<file path="config.mk">
export PLATFORM = sky130hd
export DESIGN_NAME = lfsr_serial_gen
export DESIGN_NICKNAME = d
export VERILOG_FILES = /design/src/rtl/lfsr_pkg.sv /design/src/rtl/lfsr_serial_gen_core.sv /design/src/rtl/lfsr_serial_gen.sv
export SDC_FILE = /design/constraint.sdc
export NUM_CORES = 1
export LEC_CHECK = 0
export BUFFER_PORTS_ARGS = -buffer_cell sky130_fd_sc_hd__buf_2
export CAP_MARGIN = 10
export CORE_MARGIN = 1.5
export CORE_UTILIZATION = 55
export DETAILED_ROUTE_END_ITERATION = 10
export PLACE_DENSITY = 0.84
export SLEW_MARGIN = 25
export SYNTH_ARGS = -nofsm -noshare
export SYNTH_HDL_FRONTEND = slang
export SYNTH_SLANG_ARGS = --single-unit
export TNS_END_PERCENT = 10
</file>
<file path="constraint.sdc">
create_clock -name clock -period 2.2 [get_ports clock]
set_input_delay 0.11 -clock clock [delete_from_list [all_inputs] [get_ports clock]]
set_output_delay 0.11 -clock clock [all_outputs]
set_load 0.02 [all_outputs]
</file>
<file path="src/rtl/lfsr_pkg.sv">
// Shared types and constants for the LFSR serial pattern generator.
// The default tap masks all keep bit 0 set so a nonzero state never collapses to zero.
package lfsr_pkg;

    typedef enum logic [1:0] {
        IDLE  = 2'd0,
        RUN   = 2'd1,
        SHIFT = 2'd2
    } state_t;

    localparam logic [3:0]  TAPS_W4  = 4'b1011;
    localparam logic [7:0]  TAPS_W8  = 8'h1D;
    localparam logic [15:0] TAPS_W16 = 16'h002D;
    localparam logic [31:0] TAPS_W32 = 32'h0000_00C5;

    function automatic int clog2(input int value);
        int result;
        result = 0;
        for (int i = 0; i < 31; i++) begin
            if ((1 << i) < value) begin
                result = i + 1;
            end
        end
        return result;
    endfunction

endpackage

</file>
<file path="src/rtl/lfsr_serial_gen_core.sv">
// LFSR state register: seed load, Fibonacci scramble step, and zero-filling serial shift.
// The sequencing FSM outside decides which of the three actions happens on each clock.
module lfsr_core
    import lfsr_pkg::*;
#(
    parameter int               WIDTH    = 4,
    parameter logic [WIDTH-1:0] TAPS     = TAPS_W4,
    parameter logic [WIDTH-1:0] ZERO_SUB = {{(WIDTH-1){1'b0}}, 1'b1}
)(
    input  logic             clock,
    input  logic             reset,
    input  logic             i_load,
    input  logic [WIDTH-1:0] i_load_val,
    input  logic             i_step,
    input  logic             i_shift,
    output logic [WIDTH-1:0] o_state
);

    logic [WIDTH-1:0] r_lfsr;
    logic             w_fb;

    assign w_fb    = ^(r_lfsr & TAPS);
    assign o_state = r_lfsr;

    always_ff @(posedge clock or negedge reset) begin
        if (!reset) begin
            r_lfsr <= ZERO_SUB;
        end else if (i_load) begin
            r_lfsr <= i_load_val;
        end else if (i_step) begin
            r_lfsr <= {w_fb, r_lfsr[WIDTH-1:1]};
        end else if (i_shift) begin
            r_lfsr <= {1'b0, r_lfsr[WIDTH-1:1]};
        end
    end

    // Without a tap on bit 0 the register can shift itself down to all zeros.
    always_ff @(posedge clock) begin
        assert (TAPS[0] == 1'b1)
            else $error("lfsr_core: TAPS[0] must be set");
        assert (ZERO_SUB != '0)
            else $error("lfsr_core: ZERO_SUB must be nonzero");
    end

endmodule

</file>
<file path="src/rtl/lfsr_serial_gen.sv">
// Seeded LFSR scrambler that streams its final state LSB-first over valid/ready.
// A start is taken only while idle; busy covers scramble plus stream, done pulses once at the end.
module lfsr_serial_gen
    import lfsr_pkg::*;
#(
    parameter int               WIDTH    = 4,
    parameter logic [WIDTH-1:0] TAPS     = TAPS_W4,
    parameter int               CNT_W    = 8,
    parameter logic [WIDTH-1:0] ZERO_SUB = {{(WIDTH-1){1'b0}}, 1'b1}
)(
    input  logic             clock,
    input  logic             reset,
    input  logic             start,
    input  logic [WIDTH-1:0] seed,
    input  logic [CNT_W-1:0] run_len,
    output logic             out_bit,
    output logic             out_valid,
    input  logic             out_ready,
    output logic             busy,
    output logic             done
);

    localparam int               BIT_W    = clog2(WIDTH + 1);
    localparam logic [BIT_W-1:0] LAST_BIT = BIT_W'(WIDTH - 1);

    state_t           r_state;
    logic [CNT_W-1:0] r_run_len;
    logic [CNT_W-1:0] r_step_cnt;
    logic [BIT_W-1:0] r_bit_cnt;
    logic             r_out_valid;
    logic             r_busy;
    logic             r_done;

    logic             w_accept;
    logic             w_step;
    logic             w_shift;
    logic [CNT_W-1:0] w_step_nxt;
    logic [WIDTH-1:0] w_load_val;
    logic [WIDTH-1:0] w_lfsr;

    assign w_accept   = (r_state == IDLE) && start;
    assign w_step     = (r_state == RUN);
    assign w_shift    = (r_state == SHIFT) && out_ready;
    assign w_load_val = (seed == '0) ? ZERO_SUB : seed;
    // RUN is only entered with run_len >= 1 and left when this equals it, so it never wraps.
    assign w_step_nxt = r_step_cnt + CNT_W'(1);

    lfsr_core #(
        .WIDTH    (WIDTH),
        .TAPS     (TAPS),
        .ZERO_SUB (ZERO_SUB)
    ) u_core (
        .clock      (clock),
        .reset      (reset),
        .i_load     (w_accept),
        .i_load_val (w_load_val),
        .i_step     (w_step),
        .i_shift    (w_shift),
        .o_state    (w_lfsr)
    );

    always_ff @(posedge clock or negedge reset) begin
        if (!reset) begin
            r_state     <= IDLE;
            r_run_len   <= '0;
            r_step_cnt  <= '0;
            r_bit_cnt   <= '0;
            r_out_valid <= 1'b0;
            r_busy      <= 1'b0;
            r_done      <= 1'b0;
        end else begin
            r_done <= 1'b0;
            case (r_state)
                IDLE: begin
                    if (start) begin
                        r_run_len  <= run_len;
                        r_step_cnt <= '0;
                        r_bit_cnt  <= '0;
                        r_busy     <= 1'b1;
                        if (run_len == '0) begin
                            r_state     <= SHIFT;
                            r_out_valid <= 1'b1;
                        end else begin
                            r_state <= RUN;
                        end
                    end
                end
                RUN: begin
                    r_step_cnt <= w_step_nxt;
                    if (w_step_nxt == r_run_len) begin
                        r_state     <= SHIFT;
                        r_out_valid <= 1'b1;
                    end
                end
                SHIFT: begin
                    if (out_ready) begin
                        r_bit_cnt <= r_bit_cnt + BIT_W'(1);
                        if (r_bit_cnt == LAST_BIT) begin
                            r_state     <= IDLE;
                            r_out_valid <= 1'b0;
                            r_busy      <= 1'b0;
                            r_done      <= 1'b1;
                        end
                    end
                end
                default: begin
                    r_state     <= IDLE;
                    r_out_valid <= 1'b0;
                    r_busy      <= 1'b0;
                end
            endcase
        end
    end

    assign out_bit   = w_lfsr[0];
    assign out_valid = r_out_valid;
    assign busy      = r_busy;
    assign done      = r_done;

endmodule

</file>
==> metrics.txt <==
status completed; Final Max Tran Viols 0; die width 57.0 um; Hold Fails Final Rpt 0; pwr/cell area 1250 mW/mm2; cell accounting for the most synthesized area dfrtp_1; clock-pin slew on the worst setup and hold paths 0.16 ns; slowest CP cell dfrtp_2; Max-cap violations 0; beginning of the worst hold path seed[3]; R2R Path Start r_step_cnt[0]; height of the die 57.0 um; CP required 2.47 ns; Crit Path Category flip-flop to flip-flop; pre-CTS setup slack 0.0827 ns; Setup Skew 0.0111 ns; Post-Syn Instances 164; #FFs+latches synth 28; hold depth 2; top cells by area, synth dfrtp_1 (42%), mux2_2 (5.6%), nand2_1 (4.0%); Worst Hold Class primary input to flip-flop; Setup-failing EPs final 0; post-synth top area share 0.422; GR Overflow Total 0; vias in the first global route 1,371; I/O pin count 20; CP peak stage delay 0.45 ns; total CTS buffers 3; end of the worst register-to-register path out_valid; critical path launch point type flip-flop; total number of vias approximately 1,400; per-cell routed wire length 16.7 um; Post-Route Setup TNS 0 ns; First DRT Iteration DRCs 37; Reg2Reg Setup Slack about 0.11 ns; CTS tree yes; Cell Chain, Critical Path ha_1, xor2_1, a311oi_2, nand4_1, a2111o_1, o31ai_2; post-route ant nets 0; Synthesized Nets 183; 1st-pass router iterations 4; Max-slew headroom 0.594; Post-synth top flop dfrtp_1; total core area between 0.002 and 0.003 mm2; full die area 0.00324 mm2; share of layout cells above drive strength 1 0.230; Root Buffer clkbuf_4; DRC 0; measured slew at the worst slew-check pin 0.609 ns; f_max 0.477 GHz; top post-synthesis cells by count dfrtp_1 (27), nand2_1 (17), nor2_1 (13); initial antenna violation count 0; total wire length 3720 um; Final WS setup roughly 0.11 ns; P_leak between 0.0008 and 0.0009 uW; RSZ-0062 raised after global routing no; Ant. Diodes 0; H-Tree Depth 1; Post-synth EDFFs 0; area delta synth->final 14.9%; Initial Util 0.581; first-pass GRT wire length ~6300 um; top-count cell post-synth dfrtp_1; port buffer count 19; Tot GR Track Use 0.251; area of the mapped netlist approximately 0.0016 mm2; YS warnings 0; Final Util 0.667; Worst Hold Path EP u_core.o_state[3]; Crit Path Max Fanout 4; Max VDD drop 1.04 mV; DP HPWL 2740 um; routed vias/inst about 6; post-layout min period 2.09 ns; number of clock sinks seen by CTS 28; sequential area share after synthesis 0.438; async set-reset flop share out of synthesis 1.00; Clock Latency Late Sink 0.34 ns; Final Cycle Share 0.952; post-synth cell types 39; synthesized area per cell 9.77 um2; Layout Nets 211; endpoint type of the worst setup path flip-flop; GP Congestion 0.853; clock buffer depth 2; # rows 19; crit path DAT about 2.4 ns; pin count of the biggest net entering global routing 29; R2R depth 6
[cells in the final DEF, fill, tap and decap left out, types with 2 or more instances in the layout]
master and count:
a21o_1 3, a21oi_1 8, a22o_1 5, and3_1 3, buf_2 19, buf_4 8
clkbuf_4 3, dfrtp_1 26, dlygate4sd3_1 4, ha_1 3, inv_1 5, mux2_2 8
mux2i_1 6, nand2_1 17, nand3_1 6, nand4_1 2, nor2_1 13, nor3_1 4
nor4_1 2, o21ai_0 12, o21ai_1 2, o22ai_1 2, xnor2_1 6, xor2_1 6
[cells by family after synthesis]
kind of cell / synth area share
simple gates: 0.163
fa+ha+maj: 0.0234
xor+xnor: 0.0656
flops: 0.438
compound gates: 0.173
mux: 0.0938
buf+inv: 0.0422
[critical path, delay by kind of cell, from the launching register on]
family,cells,cell delay (ns)
AO/OA/AOI/OAI,3,0.94
XOR/XNOR,1,0.18
flip-flops,1,0.45
AND/OR/NAND/NOR,1,0.13
adder cells (fa/ha/maj),1,0.33
[cell type report]
| type | instances | area [um2] |
|---|---|---|
| multi-input cells | 123 | 832 |
| flip-flops and latches | 28 | 703 |
| well taps | 31 | 38.8 |
| inverters | 5 | 18.8 |
| clock buffers | 3 | 22.5 |
| clock inverters | 1 | 30.0 |
| fillers | 201 | 917 |
| repair buffers | 31 | 195 |
[per-layer routing]
layer,track usage,share of wire
met5,0,0
met4,0.0963,0.033
met3,0.0408,0.054
met2,0.433,0.51
met1,0.316,0.40
[registers in the layout (all words and copies together) (netlist names)]
signal and count:
r_run_len 8, busy 1, u_core.o_state 4, r_bit_cnt 3, r_state 2, done 1
r_step_cnt 8, out_valid 1
[power breakdown]
part,switching (uW),total (uW),internal (uW)
registers,236,953,717
clock network,158,343,185
logic,501,999,498
[worst max path at each step]
| stage | start | endpoint | cells after the start |
|---|---|---|---|
| after global routing | r_step_cnt[0] | out_valid | 6 |
| after CTS | r_step_cnt[0] | out_valid | 6 |
| after global placement | r_step_cnt[0] | r_state[0] | 6 |
| final | r_step_cnt[0] | out_valid | 6 |
| after detailed placement | r_step_cnt[0] | out_valid | 6 |
| after floorplan | r_step_cnt[0] | r_state[0] | 6 |
[timing repair]
action,4_1_cts,5_1_grt
setup buffers,0,2
endpoints found under the setup margin,0,1
resized for setup,0,1
endpoints found under the hold margin,30,0
hold buffers,4,0
[metrics by stage]
stage                     instances  total power (uW)  hold slack, ns  area (um2)
after global routing            222              2440         0.00880        1840
after detailed placement        212              1910           0.157        1730
after floorplan                 164              1670          -0.186        1600
after global placement          212              1840           0.152        1730
after CTS                       220              2260        0.000517        1820
final                           222              2290         0.00421        1840
Note: power is estimated with default switching activity, not from simulation.
